$ cat src/rtl/pipelined_cla_adder_pkg.sv
// Shared helpers for the pipelined carry-lookahead adder: slice/stage count
// and the parameter legality check used at elaboration.
package cla_pkg;

  function automatic int num_groups(input int width, input int group);
    return width / group;
  endfunction

  function automatic bit width_ok(input int width, input int group);
    return (group > 0) && (width >= group) && ((width % group) == 0);
  endfunction

endpackage

$ cat src/rtl/pipelined_cla_adder_if.sv
// Producer/consumer handshake bundle for pipelined_cla_adder.
interface pipelined_cla_adder_if #(
  parameter int WIDTH = 16
);
  logic             in_valid;
  logic             in_ready;
  logic [WIDTH-1:0] in_a;
  logic [WIDTH-1:0] in_b;
  logic             in_ci;
  logic             in_sub;
  logic             out_valid;
  logic             out_ready;
  logic [WIDTH-1:0] out_sum;
  logic             out_co;
  logic             out_ovf;

  modport master (
    output in_valid, in_a, in_b, in_ci, in_sub, out_ready,
    input  in_ready, out_valid, out_sum, out_co, out_ovf
  );

  modport slave (
    input  in_valid, in_a, in_b, in_ci, in_sub, out_ready,
    output in_ready, out_valid, out_sum, out_co, out_ovf
  );
endinterface

$ cat src/rtl/pipelined_cla_adder_group.sv
// Combinational GROUP-bit carry-lookahead slice; every internal carry is a flat
// sum of products of g/p terms, so there is no ripple inside the slice.
module cla_group #(
  parameter int GROUP = 4
) (
  input  logic [GROUP-1:0] a_i,
  input  logic [GROUP-1:0] b_i,
  input  logic             ci_i,
  output logic [GROUP-1:0] s_o,
  output logic             co_o,
  output logic             p_o,
  output logic             g_o,
  output logic             c_msb_o
);
  logic [GROUP-1:0] p;
  logic [GROUP-1:0] g;
  logic [GROUP:0]   gen;
  logic [GROUP:0]   prop;
  logic [GROUP:0]   c;

  assign p = a_i ^ b_i;
  assign g = a_i & b_i;

  // gen[i]: carry into bit i generated inside the slice; prop[i]: ci reaches bit i
  always_comb begin
    logic term;
    term    = 1'b0;
    gen     = '0;
    prop    = '0;
    prop[0] = 1'b1;
    for (int i = 1; i <= GROUP; i++) begin
      prop[i] = prop[i-1] & p[i-1];
      for (int j = 0; j < i; j++) begin
        term = g[j];
        for (int k = j + 1; k < i; k++) term = term & p[k];
        gen[i] = gen[i] | term;
      end
    end
  end

  assign c       = gen | ({(GROUP+1){ci_i}} & prop);
  assign s_o     = p ^ c[GROUP-1:0];
  assign co_o    = c[GROUP];
  assign c_msb_o = c[GROUP-1];
  assign p_o     = prop[GROUP];
  assign g_o     = gen[GROUP];
endmodule

$ cat src/rtl/pipelined_cla_adder.sv
// Pipelined adder/subtractor: one lookahead slice per stage, the carry and the
// unconsumed operand bits travel down the pipeline with the partial sum.
module pipelined_cla_adder
  import cla_pkg::*;
#(
  parameter int WIDTH = 16,
  parameter int GROUP = 4
) (
  input logic                  clk,
  input logic                  rst,
  pipelined_cla_adder_if.slave bus
);
  localparam int NG = num_groups(WIDTH, GROUP);

  typedef struct packed {
    logic             valid;
    logic             carry;
    logic [WIDTH-1:0] sum;
  } stage_t;

  if (!width_ok(WIDTH, GROUP)) begin : g_bad_params
    $error("pipelined_cla_adder: WIDTH must be a non-zero multiple of GROUP");
  end

  logic adv;

  assign adv          = !bus.out_valid || bus.out_ready;
  assign bus.in_ready = adv && !rst;

  for (genvar k = 0; k < NG; k++) begin : g_stage
    localparam int REM_IN  = WIDTH - k * GROUP;
    localparam int REM_OUT = REM_IN - GROUP;

    logic [REM_IN-1:0] a_in;
    logic [REM_IN-1:0] b_in;
    logic              ci_in;
    logic              valid_in;
    logic [WIDTH-1:0]  sum_in;
    logic [GROUP-1:0]  s;
    logic              co;
    logic              c_msb;
    stage_t            st_d;
    stage_t            st_q;

    // Subtraction is folded in at the head: B inverted, carry-in forced high
    if (k == 0) begin : g_head
      assign a_in     = bus.in_a;
      assign b_in     = bus.in_sub ? ~bus.in_b : bus.in_b;
      assign ci_in    = bus.in_sub | bus.in_ci;
      assign valid_in = bus.in_valid && bus.in_ready;
      assign sum_in   = '0;
    end else begin : g_body
      assign a_in     = g_stage[k-1].g_rem.a_q;
      assign b_in     = g_stage[k-1].g_rem.b_q;
      assign ci_in    = g_stage[k-1].st_q.carry;
      assign valid_in = g_stage[k-1].st_q.valid;
      assign sum_in   = g_stage[k-1].st_q.sum;
    end

    cla_group #(.GROUP(GROUP)) u_group (
      .a_i     (a_in[GROUP-1:0]),
      .b_i     (b_in[GROUP-1:0]),
      .ci_i    (ci_in),
      .s_o     (s),
      .co_o    (co),
      .p_o     (),
      .g_o     (),
      .c_msb_o (c_msb)
    );

    always_comb begin
      st_d       = '0;
      st_d.valid = valid_in;
      st_d.carry = co;
      st_d.sum   = sum_in;
      st_d.sum[k*GROUP +: GROUP] = s;
    end

    always_ff @(posedge clk) begin
      if (rst)      st_q <= '0;
      else if (adv) st_q <= st_d;
    end

    if (REM_OUT > 0) begin : g_rem
      logic [REM_OUT-1:0] a_q;
      logic [REM_OUT-1:0] b_q;

      always_ff @(posedge clk) begin
        if (rst) begin
          a_q <= '0;
          b_q <= '0;
        end else if (adv) begin
          a_q <= a_in[REM_IN-1:GROUP];
          b_q <= b_in[REM_IN-1:GROUP];
        end
      end
    end

    if (k == NG - 1) begin : g_tail
      logic ovf_q;

      always_ff @(posedge clk) begin
        if (rst)      ovf_q <= 1'b0;
        else if (adv) ovf_q <= c_msb ^ co;
      end
    end
  end

  assign bus.out_valid = g_stage[NG-1].st_q.valid;
  assign bus.out_sum   = g_stage[NG-1].st_q.sum;
  assign bus.out_co    = g_stage[NG-1].st_q.carry;
  assign bus.out_ovf   = g_stage[NG-1].g_tail.ovf_q;
endmodule

$ cat src/flat_wrapper.sv
// flat-port wrapper written by rule: the top's interface ports become plain ports
module pipelined_cla_adder_flat import cla_pkg::*;
#(
  parameter int WIDTH = 16,
  parameter int GROUP = 4
)
  (clk, rst, bus_in_valid, bus_in_a, bus_in_b, bus_in_ci, bus_in_sub, bus_out_ready, bus_in_ready, bus_out_valid, bus_out_sum, bus_out_co, bus_out_ovf);
  pipelined_cla_adder_if #(.WIDTH(WIDTH)) bus_i ();
  input logic clk;
  input logic rst;
  input wire logic [$bits(bus_i.in_valid)-1:0] bus_in_valid;
  input wire logic [$bits(bus_i.in_a)-1:0] bus_in_a;
  input wire logic [$bits(bus_i.in_b)-1:0] bus_in_b;
  input wire logic [$bits(bus_i.in_ci)-1:0] bus_in_ci;
  input wire logic [$bits(bus_i.in_sub)-1:0] bus_in_sub;
  input wire logic [$bits(bus_i.out_ready)-1:0] bus_out_ready;
  output wire logic [$bits(bus_i.in_ready)-1:0] bus_in_ready;
  output wire logic [$bits(bus_i.out_valid)-1:0] bus_out_valid;
  output wire logic [$bits(bus_i.out_sum)-1:0] bus_out_sum;
  output wire logic [$bits(bus_i.out_co)-1:0] bus_out_co;
  output wire logic [$bits(bus_i.out_ovf)-1:0] bus_out_ovf;
  assign bus_i.in_valid = bus_in_valid;
  assign bus_i.in_a = bus_in_a;
  assign bus_i.in_b = bus_in_b;
  assign bus_i.in_ci = bus_in_ci;
  assign bus_i.in_sub = bus_in_sub;
  assign bus_i.out_ready = bus_out_ready;
  assign bus_in_ready = bus_i.in_ready;
  assign bus_out_valid = bus_i.out_valid;
  assign bus_out_sum = bus_i.out_sum;
  assign bus_out_co = bus_i.out_co;
  assign bus_out_ovf = bus_i.out_ovf;
  pipelined_cla_adder #(.WIDTH(WIDTH), .GROUP(GROUP)) u_core (.clk(clk), .rst(rst), .bus(bus_i));
endmodule
$ cat config.mk
export PLATFORM = sky130hd
export DESIGN_NAME = pipelined_cla_adder_flat
export DESIGN_NICKNAME = d
export VERILOG_FILES = /design/src/rtl/pipelined_cla_adder_pkg.sv /design/src/rtl/pipelined_cla_adder_if.sv /design/src/rtl/pipelined_cla_adder_group.sv /design/src/rtl/pipelined_cla_adder.sv /design/src/flat_wrapper.sv
export SDC_FILE = /design/constraint.sdc
export NUM_CORES = 1
export LEC_CHECK = 0
export ABC_AREA = 1
export CAP_MARGIN = 15
export CORE_UTILIZATION = 58
export CTS_CLUSTER_SIZE = 16
export DETAILED_ROUTE_END_ITERATION = 10
export PLACE_DENSITY_LB_ADDON = 0.08
export SLEW_MARGIN = 0
export SYNTH_ARGS = -nofsm -noshare
export SYNTH_HDL_FRONTEND = slang
export SYNTH_SLANG_ARGS = --single-unit
$ cat constraint.sdc
create_clock -name clk -period 5.25 [get_ports clk]
set_input_delay 0.7875 -clock clk [delete_from_list [all_inputs] [get_ports clk]]
set_output_delay 0.7875 -clock clk [all_outputs]
set_load 0.005 [all_outputs]
==> metrics.md, run 1 <==
| Metric | Value |
|---|---|
| Status | finished, final reports clean |
| Syn Inst Count | 508 |
| Setup TNS Final | 0 ns |
| Hold path depth | 2 |
| Post-Syn Area | 0.00408 sq mm |
| Clk root buf | clkbuf_8 |
| Largest family of logic cells by synthesized area | compound AO/OA/AOI/OAI gates |
| Initial Utilization | 60.0% |
| Worst hold path type | register to register |
| Max FO, Critical Path | 17 |
| Worst R2R Start | u_core.bus.out_valid$_SDFFE_PP0N_ |
| CP arrival | about 3.2 ns |
| End of the worst register-to-register path | u_core.bus.out_co$_SDFFE_PP0N_ |
| Pwr Total | 1500 uW |
| Hold EP | u_core.g_stage[1].g_rem.b_q[5]$_SDFFE_PP0N_ |
| Post-synth cell types | 22 |
| Compound-Gate Fraction of Synth Area | 17.5% |
| Pwr Density | 309 mW/mm^2 |
| RePlAce Congestion | 0.797 |
| CTS clk-pin slew, worst paths | ~0.090 ns |
| Area growth syn-to-layout | 18.7% |
| Most common cell after layout, fill and taps aside | nor2_1 |
| Die W | about 86 um |
| Worst-margin pin slew | 0.933 ns |
| Largest net degree at the start of global routing | 93 |
| Final Cycle Share | a little over half |
| Share of layout cells above drive strength 1 | ~4.2% |
| Die Y | 85.9 um |
| Core ar. | 0.00679 sq mm |
| Clock sink count | 97 |
| Post-layout min period | 2.85 ns |
| Buffer count from post-CTS setup fixing | 0 |
| CP endpoint kind | register |
| Hold Fails Final Rpt | 0 |
| H-tree lvl count | 3 |
| Gr ovfl total | 0 |
| Syn Area/Cell | 8.03 sq um |
| Overall Global Routing Usage | between 20% and 30% |
| Synth Register Bits | 97 |
| WL/cell | around 12 um |
| ANT nets after route | 0 |
| Final Max Slew Viols | 0 |
| Hold bufs inserted after CTS | 0 |
| Worst Path Class, Setup | primary input to register |
| CTS resizes | 0 |
| Mean number of vias per cell | around 5.1 |
| Number of port buffers | between 50 and 60 |
| Sequential area share after synthesis | between 40% and 50% |
| Yosys warnings | 0 |
| Worst setup SP type | primary input |
| Max clock buf depth | 2 |
| Finished Layout Cells | 649 |
| Max-cap violations | 0 |
| DRC | 0 |
| Worst R2R Setup Slack | 3.23 ns |
| Most frequent cells in the layout | nor2_1 (122), dfxtp_1 (97), o21ai_0 (94), clkdlybuf4s50_1 (57), a21oi_1 (38) |
| Worst-skew pair later-pin latency | 0.37 ns |
| Final #Nets | 606 |
| FP Rows | 30 |
| Syn_nets | 566 |
| Final setup violation count | 0 |
| VDD IR max | 0.182 mV |
| R2R cell count | 8 |
| FMAX | 351 MHz |
| Worst Skew | 0.0131 ns |
| Initial antenna violation count | 0 |
| DR vias | about 3300 |
| Global-route wire length before repair | 12800 um |
| Post-synthesis xor/xnor area fraction | under 10% |
| # diodes | 0 |
| Pleak | 0.00220 uW |
| DP HPWL | between 4000 and 5000 um |
| WP data required | 5.56 ns |
| IO Count | 58 |
| RSZ-0062 raised after global routing | false |
| Routed WL | 7510 um |
| Rel. slew slack | 37.6% |
| Vias in the first global route | 3005 |
| Adder-Cell Fraction of Synth Area | under 10% |
| CTS tree | yes |
| Synthesized-area fraction occupied by and/or/nand/nor cells | 15.9% |
| Hold path start | u_core.g_stage[0].g_rem.b_q[9]$_SDFFE_PP0N_ |
| Clock buffer count from CTS | 9 |
| Detailed Routing Iterations Pass 1 | 4 |
| Placed instance count | 632 |
| Die ar. | 0.00737 sq mm |
| Post-synthesis mux area share | 0% |
| Iter 0 DRT Violations | approximately 200 |
-- cells in the mapped netlist (all sizes together) --
cell | n | share of area (%)
a21oi | 38 | 4.7
buf | 16 | 2.5
clkbuf | 16 | 1.5
dfxtp | 97 | 48
fa | 4 | 2.0
ha | 16 | 4.9
inv | 32 | 2.9
nand2 | 25 | 2.3
nand3 | 14 | 1.7
nand3b | 1 | 0.18
nor2 | 123 | 12
o21ai | 95 | 12
o21bai | 6 | 1.1
or2 | 1 | 0.15
xnor2 | 13 | 2.8
xor2 | 11 | 2.4
-- state kept, by name, summed over array words and instances (netlist names) --
signal	cells
u_core.g_stage.valid_in	3
u_core.bus.out_sum	16
u_core.g_stage.g_rem.a_q	24
u_core.g_stage.g_rem.b_q	24
u_core.bus.out_co	1
u_core.g_stage.sum_in	24
u_core.bus.out_valid	1
u_core.g_stage.ci_in	3
u_core.bus.out_ovf	1
-- metal layers --
metal | track usage, % | wire length, um
met5 | 0 | 0
met4 | 7.88 | 129
met3 | 5.39 | 252
met2 | 38.5 | 3720
met1 | 26.1 | 3410
-- critical path, cell delays in order --
cell and delay, ns:
clkdlybuf4s50_1 0.89, xnor2_1 0.50, inv_1 0.08, ha_1 0.28, nand2_1 0.05, o21ai_2 0.15
nand2_1 0.09, nand2_1 0.10, nand2_1 0.07, nand3_1 0.06, nand2_1 0.05, inv_1 0.04
-- per-stage QoR --
stage	setup slack, ns	hold WS, ns	utilization, %	area [sq um]
final	2.40	0.447	71.3	4840
after detailed placement	2.01	0.436	68.1	4630
after floorplan	3.01	0.420	-	4080
after CTS	2.39	0.446	71.0	4820
after global routing	2.22	0.467	71.3	4840
after global placement	2.11	0.434	68.1	4630
-- power breakdown --
group / internal [uW] / switching [uW]
clock: 221 / 261
combinational: 97.8 / 95.5
sequential: 793 / 28.3
-- how the worst max path moves through the flow --
| stage | depth (start not counted) | startpoint | end | slack [ns] |
|---|---|---|---|---|
| finish | 12 | bus_in_sub | u_core.g_stage[1].sum_in[3]$_SDFFE_PP0N_ | 2.40 |
| detailed placement | 11 | bus_in_sub | u_core.g_stage[1].sum_in[3]$_SDFFE_PP0N_ | 2.01 |
| CTS | 3 | rst | bus_in_ready | 2.39 |
| global placement | 11 | bus_in_sub | u_core.g_stage[1].sum_in[3]$_SDFFE_PP0N_ | 2.11 |
| global route | 12 | bus_in_sub | u_core.g_stage[1].sum_in[3]$_SDFFE_PP0N_ | 2.22 |
| floorplan | 12 | bus_in_sub | u_core.g_stage[1].sum_in[3]$_SDFFE_PP0N_ | 3.01 |
-- layout make-up --
class | count | area [sq um]
repair buffers | 61 | 613
clock buffers | 10 | 128
fillers | 601 | 1950
flip-flops and latches | 97 | 1940
well taps | 96 | 120
multi-input cells | 347 | 1850
clock inverters | 6 | 66.3
inverters | 32 | 120
-- cells by family after synthesis --
kind of cell | after synthesis
fa+ha+maj | 20
xor+xnor | 24
simple gates | 164
compound gates | 139
flops | 97
buf+inv | 64
Note: power is estimated with default switching activity, not from simulation.
==> run 2: changes to the inputs <==
Settings changed: CORE_UTILIZATION 58 to 54.
Clock period 5.25 ns to 2.7 ns, I/O delays scaled along.
==> run 2 against run 1 <==
  * Clock skew shrank 0.0011 ns
  * Core utilization shrank 3.8 points
  * Total power grew 100%
  * Clock power grew 110%
  * Count of clock-buffer cells in the layout shrank 1
  * Critical path depth shrank 9
  * Combinational power grew 98%
  * Sequential power grew 95%
  * Cell area grew 1.6%
  * Worst setup slack lost 1.7 ns
  * Largest power group unchanged
==> metrics.md, run 2 (same netlist as run 1, synthesis figures left out) <==
| Metric | Value |
|---|---|
| Gr ovfl total | 0 (unchanged) |
| Pleak | 0.00225 uW (+2.2%) |
| FMAX | 491 MHz |
| Final #Nets | 611 (+0.83%) |
| CTS tree | yes |
| Switch share | 24.7% (-1.0 points) |
| CP arrival | 1.63 ns (-1.53 ns) |
| Hold_ws | 0.442 ns (-0.00497 ns) |
| WP data required | 2.30 ns (-3.26 ns) |
| Post-layout min period | 2.04 ns |
| Vias in the first global route | 3112 (+3.6%) |
| DRC | 0 (unchanged) |
| Worst Path Class, Setup | primary input to primary output |
| # diodes | 0 (unchanged) |
| Worst setup SP type | primary input |
| Initial Utilization | 55.9% (-4.1 points) |
| Switching power | 741 uW (+92%) |
| Final Cycle Share | 75.5% |
| RSZ-0062 raised after global routing | false |
| Worst-skew pair later-pin latency | 0.36 ns (about the same) |
| P_int | 2260 uW (+100%) |
| RePlAce Congestion | 0.725 (-9.0%) |
| Die ar. | 0.00790 sq mm (+7.2%) |
| Initial antenna violation count | 0 (unchanged) |
| Clk root buf | clkbuf_8 |
| Clock power share | 34.0% (+1.8 points) |
| Iter 0 DRT Violations | 170 (-13%) |
| Die Y | 88.9 um (+3.6%) |
| Worst hold path type | register to register |
| VDD IR max | 0.324 mV (+78%) |
| Share of layout cells above drive strength 1 | 5.03% (+0.87 points) |
| Most frequent cells in the layout | nor2_1 (122), dfxtp_1 (97), o21ai_0 (94), clkdlybuf4s50_1 (57), a21oi_1 (38) |
| Mean number of vias per cell | 5.14 (+0.57%) |
| Area post-placement | 0.00470 sq mm (+1.6%) |
| Fin worst setup slack | 0.663 ns (-1.74 ns) |
| Detailed Routing Iterations Pass 1 | 4 (unchanged) |
| Cell area after layout | 0.00492 sq mm (+1.6%) |
| DR vias | 3370 (+1.7%) |
| Power share of the combinational group | 12.7% (-0.2 points) |
| Hold path start | u_core.g_stage[0].g_rem.b_q[9]$_SDFFE_PP0N_ |
| ANT nets after route | 0 (unchanged) |
| R2R cell count | 8 (unchanged) |
| Most common cell after layout, fill and taps aside | nor2_1 |
| Routed WL | 7850 um (+4.5%) |
| Number of port buffers | 57 (unchanged) |
| Clock buffer count from CTS | 9 (unchanged) |
| Die W | 88.9 um (+3.6%) |
| Final Max Slew Viols | 0 (unchanged) |
| CTS resizes | 0 (unchanged) |
| H-tree lvl count | 3 (unchanged) |
| IO Count | 58 (unchanged) |
| Max-cap violations | 0 (unchanged) |
| Hold bufs inserted after CTS | 0 (unchanged) |
| FP Rows | 31 (+3.3%) |
| Area growth syn-to-layout | 20.5% |
| CP endpoint kind | primary output |
| Final setup violation count | 0 (unchanged) |
| Hold Fails Final Rpt | 0 (unchanged) |
| Buffer count from post-CTS setup fixing | 0 (unchanged) |
| CTS clk-pin slew, worst paths | 0.09 ns (about the same) |
| Setup TNS Final | 0 ns (unchanged) |
| Status | finished, final reports clean |
| Overall Global Routing Usage | 21.9% (-0.043 points) |
| Max FO, Critical Path | 7 (-10) |
| Clock sink count | 97 (unchanged) |
| Critical Path Start | rst |
| Worst-margin pin slew | 0.657 ns (-0.276 ns) |
| Pwr Density | 610 mW/mm^2 (+97%) |
| Largest net degree at the start of global routing | 85 (-8.6%) |
| Sequential Power Share | 53.3% (-1.6 points) |
| Rel. slew slack | 56.2% (+19 points) |
| Worst Skew | 0.0120 ns (-0.00111 ns) |
| Global-route wire length before repair | 13300 um (+3.7%) |
| Core ar. | 0.00729 sq mm (+7.3%) |
| Hold path depth | 2 (unchanged) |
| Pre-CTS setup slack | 0.503 ns (-1.51 ns) |
| WL/cell | 12.0 um (+3.4%) |
| DP HPWL | 5240 um (+8.1%) |
| Worst R2R Start | u_core.g_stage[2].g_rem.b_q[1]$_SDFFE_PP0N_ |
| Max clock buf depth | 2 (unchanged) |
-- run 2: worst paths after layout --
path                                                      end  slack [ns]
hold reg to reg   u_core.g_stage[1].g_rem.b_q[5]$_SDFFE_PP0N_        0.44
hold / removal    u_core.g_stage[1].g_rem.b_q[5]$_SDFFE_PP0N_        0.44
setup reg to reg              u_core.bus.out_ovf$_SDFFE_PP0N_        1.11
setup / recovery                                 bus_in_ready        0.66
-- run 2: per-layer routing --
layer / part of all wire (%) / vias to the layer above / track usage, %
li1: - / 1741 / -
met1: 45 / 1561 / 25.1
met2: 50 / 56 / 40.1
met3: 2.7 / 12 / 3.51
met4: 1.8 / 0 / 9.82
met5: 0 / - / 0
-- run 2: cell type report --
class                   count  area, sq um
multi-input cells         347         1850
fillers                   679         2380
flip-flops and latches     97         1940
clock buffers               9          124
well taps                  99          124
repair buffers             66          663
inverters                  32          120
clock inverters             6         91.3
-- run 2: critical path, cell delays in order --
cell and delay [ns]:
clkdlybuf4s50_1 0.56, nor2_1 0.16, clkdlybuf4s50_1 0.50
-- run 2: power groups by stage --
stage / combinational (uW) / sequential, uW / clock (uW)
3_3_place_gp: 371 / 1630 / 0
2_1_floorplan: 240 / 1620 / 0
4_1_cts: 387 / 1600 / 1040
6_report: 382 / 1600 / 1020
5_1_grt: 436 / 1610 / 1090
3_5_place_dp: 383 / 1630 / 0
-- run 2: through the flow --
stage	total power (uW)	util [%]	instances
floorplan	1860	-	508
global placement	2000	64.5	641
detailed placement	2010	64.5	641
CTS	3030	67.4	656
global route	3140	67.4	656
finish	3000	67.4	656
==> run 3: changes to the inputs <==
Clock period 2.7 ns to 1.92 ns, I/O delays scaled along.
==> run 3 against run 2 <==
  * Count of clock-buffer cells in the layout unchanged
  * Hold slack better by 0.0089 ns
  * Worst setup slack worse by 0.51 ns
  * Die area unchanged
  * Critical path type unchanged
  * Register-to-register slack worse by 0.69 ns
  * Routed wire length down 0.99%
  * Sequential power up 41%
  * Critical path depth unchanged
  * Cell area up 1.3%
==> metrics.md, run 3 (same netlist as run 1, synthesis figures left out) <==
| Metric | Value |
|---|---|
| Status | finished, final reports clean |
| Die Y | 88.9 um (unchanged) |
| Global-route wire length before repair | 13300 um (+0.16%) |
| Mean number of vias per cell | 4.99 (-2.9%) |
| WL/cell | 11.7 um (-2.0%) |
| Worst-margin pin slew | 0.415 ns (-0.242 ns) |
| Worst setup SP type | primary input |
| RSZ-0062 raised after global routing | false |
| Final setup violation count | 0 (unchanged) |
| Final Cycle Share | 92.1% |
| Hold Fails Final Rpt | 0 (unchanged) |
| CTS clk-pin slew, worst paths | 0.09 ns (about the same) |
| # diodes | 0 (unchanged) |
| FMAX | 566 MHz |
| Pwr Total | 4290 uW (+43%) |
| Max-cap violations | 0 (unchanged) |
| Core ar. | 0.00729 sq mm (unchanged) |
| Worst R2R Setup Slack | 0.42 ns (-0.69 ns) |
| Share of layout cells above drive strength 1 | 6.21% (+1.2 points) |
| Most frequent cells in the layout | nor2_1 (122), dfxtp_1 (97), o21ai_0 (94), clkdlybuf4s50_1 (57), a21oi_1 (38) |
| CTS resizes | 0 (unchanged) |
| Pwr Density | 861 mW/mm^2 (+41%) |
| Hold bufs inserted after CTS | 0 (unchanged) |
| Rel. slew slack | 72.3% (+16 points) |
| CTS tree | yes |
| Post-layout min period | 1.77 ns |
| Routed WL | 7770 um (-0.99%) |
| Die W | 88.9 um (unchanged) |
| CP endpoint kind | primary output |
| WP data required | 1.63 ns (-0.67 ns) |
| R2R cell count | 8 (unchanged) |
| Clk root buf | clkbuf_8 |
| Final Util | 68.3% (+0.89 points) |
| Clock buffer count from CTS | 9 (unchanged) |
| Number of port buffers | 57 (unchanged) |
| Max clock buf depth | 2 (unchanged) |
| Pleak | 0.00229 uW (+1.6%) |
| Final #Nets | 617 (+0.98%) |
| Worst Skew | 0.0120 ns (+0.0000101 ns) |
| Hold path depth | 2 (unchanged) |
| DRC | 0 (unchanged) |
| Worst-skew pair later-pin latency | 0.36 ns (about the same) |
| Max FO, Critical Path | 5 (-2) |
| Worst hold path type | register to register |
| Clock sink count | 97 (unchanged) |
| H-tree lvl count | 3 (unchanged) |
| RePlAce Congestion | 0.750 (+3.5%) |
| Area growth syn-to-layout | 22.1% |
| FP Rows | 31 (unchanged) |
| VDD IR max | 0.349 mV (+7.9%) |
| Iter 0 DRT Violations | 121 (-29%) |
| Largest net degree at the start of global routing | 56 (-34%) |
| Most common cell after layout, fill and taps aside | nor2_1 |
| CP arrival | 1.48 ns (-0.15 ns) |
| Worst Path Class, Setup | primary input to primary output |
| Die ar. | 0.00790 sq mm (unchanged) |
| Initial Utilization | 55.9% (unchanged) |
| ANT nets after route | 0 (unchanged) |
| Final Max Slew Viols | 0 (unchanged) |
| Vias in the first global route | 3067 (-1.4%) |
| Initial antenna violation count | 0 (unchanged) |
| Buffer count from post-CTS setup fixing | 0 (unchanged) |
| Detailed Routing Iterations Pass 1 | 4 (unchanged) |
| IO Count | 58 (unchanged) |
| Gr ovfl total | 0 (unchanged) |
| DP HPWL | 5460 um (+4.3%) |
| DR vias | 3306 (-1.9%) |
| Overall Global Routing Usage | 21.8% (-0.086 points) |
## run 3: changes by cell type in the layout (fill, tap and decap cells not counted)
cell / change
inv_6: +1
clkinv_2: -1
clkinv_8: +1
buf_4: +6
## run 3: final timing paths
| check | from | endpoint |
|---|---|---|
| worst max-delay path | rst | bus_in_ready |
| worst min register to register | u_core.g_stage[0].g_rem.b_q[9]$_SDFFE_PP0N_ | u_core.g_stage[1].g_rem.b_q[5]$_SDFFE_PP0N_ |
| worst min-delay path | u_core.g_stage[0].g_rem.b_q[9]$_SDFFE_PP0N_ | u_core.g_stage[1].g_rem.b_q[5]$_SDFFE_PP0N_ |
| worst max register to register | u_core.g_stage[2].g_rem.b_q[1]$_SDFFE_PP0N_ | u_core.bus.out_sum[15]$_SDFFE_PP0N_ |
## run 3: power breakdown
group	switching (uW)	internal, uW
Clock	739	758
Sequential	78.4	2170
Combinational	262	283
## run 3: through the flow
stage,setup TNS [ns],area [sq um],cells,worst slack [ns],hold slack (ns)
floorplan,0,4080,508,0.182,0.357
detailed placement,-0.242,4750,647,-0.112,0.434
global route,0,4980,663,0.0836,0.479
global placement,-0.0681,4750,647,-0.0564,0.436
CTS,0,4980,663,0.150,0.448
finish,0,4980,663,0.152,0.451
## run 3: critical path: stages
cell	delay, ns
clkdlybuf4s50_1	0.54
nor2_1	0.15
clkdlybuf4s50_1	0.51
## run 3: final cells by class
class,instances,area (sq um)
clock buffers,9,124
clock inverters,7,111
fillers,644,2310
inverters,32,120
multi-input cells,347,1850
flip-flops and latches,97,1940
well taps,99,124
repair buffers,72,708
## run 3: metal layers
layer / up-vias / track usage [%] / wire length, um
met4: 0 / 8.36 / 110
met2: 50 / 39.7 / 3900
met5: - / 0 / 0
li1: 1755 / - / -
met1: 1493 / 26.0 / 3540
met3: 8 / 3.05 / 220
